`src/rtl/piso_shift_reg.sv`:
```
// Parallel-in serial-out shift register, LSB first, zero fill at the MSB.
// Define PISO_DONE_EN to add a bit counter and a registered last-bit `done` pulse.
module piso_shift_reg #(
  parameter int WIDTH = 6
) (
  input  logic             clk,
  input  logic             clr,
  input  logic             shift,
  input  logic [WIDTH-1:0] x,
  output logic [WIDTH-1:0] so,
  output logic             out
`ifdef PISO_DONE_EN
  ,
  output logic             done
`endif
);

  logic [WIDTH-1:0] r_so;

  always_ff @(posedge clk) begin
    if (!clr) begin
      r_so <= '0;
    end else if (shift) begin
      r_so <= {1'b0, r_so[WIDTH-1:1]};
    end else begin
      r_so <= x;
    end
  end

  assign so  = r_so;
  assign out = r_so[0];

`ifdef PISO_DONE_EN
  localparam int CW = $clog2(WIDTH + 1);

  logic [CW-1:0] r_cnt;
  logic          r_done;

  // done fires on the shift edge that consumes the last loaded bit (cnt 1 -> 0)
  always_ff @(posedge clk) begin
    if (!clr) begin
      r_cnt  <= '0;
      r_done <= 1'b0;
    end else if (!shift) begin
      r_cnt  <= CW'(WIDTH);
      r_done <= 1'b0;
    end else if (r_cnt != '0) begin
      r_cnt  <= r_cnt - CW'(1);
      r_done <= (r_cnt == CW'(1));
    end else begin
      r_done <= 1'b0;
    end
  end

  assign done = r_done;
`endif

endmodule

```
`config.mk`:
```
export PLATFORM = sky130hd
export DESIGN_NAME = piso_shift_reg
export DESIGN_NICKNAME = d
export VERILOG_FILES = /design/src/rtl/piso_shift_reg.sv
export SDC_FILE = /design/constraint.sdc
export NUM_CORES = 1
export LEC_CHECK = 0
export CORE_AREA = 2 2 39 41
export CTS_BUF_LIST = sky130_fd_sc_hd__clkbuf_2 sky130_fd_sc_hd__clkbuf_4 sky130_fd_sc_hd__clkbuf_8
export DETAILED_ROUTE_END_ITERATION = 12
export DIE_AREA = 0 0 41 43
export SLEW_MARGIN = 0
export SYNTH_ARGS = -nofsm -noshare
export SYNTH_HDL_FRONTEND = slang
export SYNTH_SLANG_ARGS = --single-unit
```
`constraint.sdc`:
```
create_clock -name clk -period 0.8 [get_ports clk]
set_clock_uncertainty 0.05 [all_clocks]
set_input_delay 0.2 -clock clk [delete_from_list [all_inputs] [get_ports clk]]
set_output_delay 0.2 -clock clk [all_outputs]
set_load 0.01 [all_outputs]
```
# [After elaboration in Yosys (flattened, before gate mapping)]
# Index checks and enable logic that the tools add are counted.
[totals] reg_bits=6 wordCells=5
[op_classes] reduce_logical=1 n_mux=1 n_bitwise=1
[op_table] operator="$mux W5" n=1
[op_table] operator="$reduce_or A2 Y1" n=1
[op_table] operator="$not A1 Y1" n=1

# [Depth between registers and ports, before layout]
[depth] depth_word=2 ltp_mapped=3 depth_no_buf=2

# [Worst setup path after synthesis]
# OpenSTA, ideal clock, no wires.
[synth_timing] path_type="reg2out" start="register r_so[0], in the netlist so[0]" end="output port so[0]" stages_incl_launch_ff=2 n_path_buf=1 arrival_ps=485 slack_ps=65 required_time_ps=550 path_cell_list="dfxtp_1 buf_4"
[synth_rtl] item="from (decl)" line="18" source="logic [WIDTH-1:0] r_so;"
[synth_rtl] item="from (signal assigned)" line="24" source="r_so <= {1'b0, r_so[WIDTH-1:1]};"
[synth_rtl] item="to (decl)" line="10" source="output logic [WIDTH-1:0] so,"
# No word-level cell between the ends.

# [Worst setup path in the final report]
[layout_timing] start="register r_so[0], in the netlist so[0]" end="output port out"
[layout_rtl] item="to (decl)" line="11" source="output logic out"
# No word-level cell between the ends.

==> flow_metrics.tcl <==
set metrics [dict create \
    grt_max_degree 7 \
    htree_num_levels 1 \
    cp_num_cells 1 \
    routed_wl_um 488 \
    hold_viol_final 0 \
    path_clk_slew_ns 0.04 \
    synthSimpleGateAreaFrac 0.1703 \
    track_usage 0.07553 \
    die_area_mm2 0.001763 \
    r2r-end "so[2]$_SDFF_PN0_" \
    dpl_worst_slack_ns -0.4731 \
    largest_reg_flops 6 \
    post-route-period-util 1.157 \
    startpoint_type "flip-flop" \
    grt_pass1_wl_um 828 \
    outcome "complete, but fails checks" \
    r2r_cells 3 \
    place_congestion 0.6300 \
    pin_count 16 \
    synth_top_family_by_area "multiplexers" \
    postCtsHoldBufs 0 \
    die_w_um 41 \
    setup-tns-final_ns -0.8404 \
    synth_xor_xnor_area_share 0 \
    synth_cell_types 7 \
    cts.sinks 6 \
    slew_viol_final 0 \
    min_path_type "in -> reg" \
    violations "negative setup slack" \
    root_buffer "clkbuf_4" \
    hold_depth 3 \
    max_stage_delay_ns 0.32 \
    die_h_um 43 \
    core_mm2 0.001384 \
    regArea_um2 127.6 \
    viasPerCell 3.782 \
    fin_ws_ns -0.1258 \
    cts_tree "built" \
    synthAdderAreaFrac 0 \
    antenna_found_initial 0 \
    syn2layout_area_growth_pct 95.60 \
    layout-drive-gt1-share 0.4872 \
    rr_startpoint "so[3]$_SDFF_PN0_" \
    cap_violations 0 \
    cts_setup_buffers 0 \
    antenna_cells 0 \
    ys_warn_count 0 \
    multi_input_area_um2 88.84 \
    path_buf_inv 1 \
    clk_latency_ns 0.24 \
    leakage_nw 0.2088 \
    rows 14 \
    post_dp_cell_area_um2 401.6 \
    rsz0062_at_grt "true" \
    finalNonFillerCells 55 \
    drc 0 \
    drtIter0Drc 0 \
    avgSynthCellArea_um2 11.39 \
    arrival_ns 0.68 \
    setup_violations 7 \
    layout.nets 50 \
    worst_slew_margin_rel 0.8814 \
    initial_core_util 0.1646 \
    grt_pass1_vias 194 \
    grt_overflow 0 \
    crit_type "reg -> out" \
    cp_top_family "flip-flops" \
    final_cell_area_um2 445.4 \
    drt-pass1-iter-count 1 \
    critPathLaunch "so[0]$_SDFF_PN0_" \
    hpwl_um 368.6 \
    max_clock_freq_mhz 1080 \
    dp_cells 52 \
    synth_cells 20 \
    wl_per_cell_um 8.873 \
    ys_seq_area_frac 0.5275 \
    tightest_slew_ns 0.1776 \
    rrSetupSlack_ns 0 \
    finalCriticalPeriod_ns 0.9258 \
    vias 208 \
    syn_area_um2 227.7 \
    power_density_mw_per_mm2 1664 \
    crit_chain "buf_6" \
    endpoint_kind "output pin" \
    clk_path_buf_depth 2 \
    crit_path_max_fanout 2 \
    cts_buffers 3 \
    syn-num-nets 29 \
    fill_cells 148 \
    numPortBuffers 15 \
    whs_ns 0.2181 \
    synthMuxAreaShare 0.2198 \
    crit_end "out" \
    postRouteAntennaNets 0 \
    critPathRequiredTime_ns 0.55 \
    slowest_stage "dfxtp_2" \
    ir_drop_uv 768.4 \
    synth-seq-cells 6 \
    synth-compound-area-share 0 \
]
worst min path at each step:
stage | end | from | slack, ns
3_3_place_gp | so[4]$_SDFF_PN0_ | so[5]$_SDFF_PP0_ | 0.46
5_1_grt | so[5]$_SDFF_PP0_ | clr | 0.23
3_5_place_dp | so[1]$_SDFF_PN0_ | so[2]$_SDFF_PN0_ | 0.47
6_report | so[5]$_SDFF_PP0_ | clr | 0.22
4_1_cts | so[5]$_SDFF_PP0_ | shift | 0.37
2_1_floorplan | so[5]$_SDFF_PP0_ | clr | 0.26
repair_timing:
| action | CTS | global route |
|---|---|---|
| resized for setup | 43 | 1 |
| gates cloned | 0 | 0 |
| endpoints found under the setup margin | 12 | 10 |
| pin swaps | 0 | 0 |
per-layer routing:
metal | GRT usage | share of wire | up-vias | routed length, µm
li1 | - | - | 102 | -
met1 | 0.09091 | 0.40 | 91 | 197
met2 | 0.09063 | 0.44 | 15 | 214
met3 | 0.07853 | 0.15 | 0 | 75
met4 | 0.02000 | 0 | 0 | 0
met5 | 0 | 0 | - | 0
cells in the mapped netlist:
cell,instances,area (µm²)
nor2b_1,5,31.28
mux2i_1,5,50.05
nor2_1,1,3.750
dfxtp_1,6,120.1
buf_4,1,7.510
buf_6,1,11.26
nand2_1,1,3.750
logic make-up (layout without fill, tap and decap cells):
family / after synthesis / count (layout)
multiplexers: 5 / 5
buffers and inverters: 2 / 21
flip-flops: 6 / 6
AND/OR/NAND/NOR: 7 / 7
through the flow:
stage          total power [mW]  utilization
6_report                 0.7413       0.3219
5_1_grt                  0.8025       0.3219
4_1_cts                  0.7596       0.3201
3_5_place_dp             0.4651       0.2902
3_3_place_gp             0.4644       0.2902
2_1_floorplan            0.3794            -
layout by cell type, fill, tap and decap left out, drive strengths merged:
| cell | count |
|---|---|
| buf | 10 |
| nor2b | 5 |
| nor2 | 1 |
| dlygate4sd2 | 1 |
| nand2 | 1 |
| dfxtp | 6 |
| clkbuf | 3 |
| clkdlybuf4s50 | 6 |
| dlymetal6s2s | 1 |
| mux2i | 5 |
worst min-delay path, stage by stage:
cell	delay [ns]
dlymetal6s2s_1	0.17
nand2_1	0.07
nor2_1	0.03
final cells by class:
| cell class | count | area share |
|---|---|---|
| clock buffer | 3 | 0.05056 |
| multi-input combinational | 12 | 0.1994 |
| sequential | 6 | 0.2865 |
| tap | 16 | 0.04494 |
| timing repair buffer | 18 | 0.4185 |
power breakdown:
group          switching, mW  internal, mW
Combinational         0.0407        0.0949
Sequential            0.0115         0.320
Clock                  0.104         0.169
Total                  0.157         0.585
Note: power is estimated with default switching activity, not from simulation.
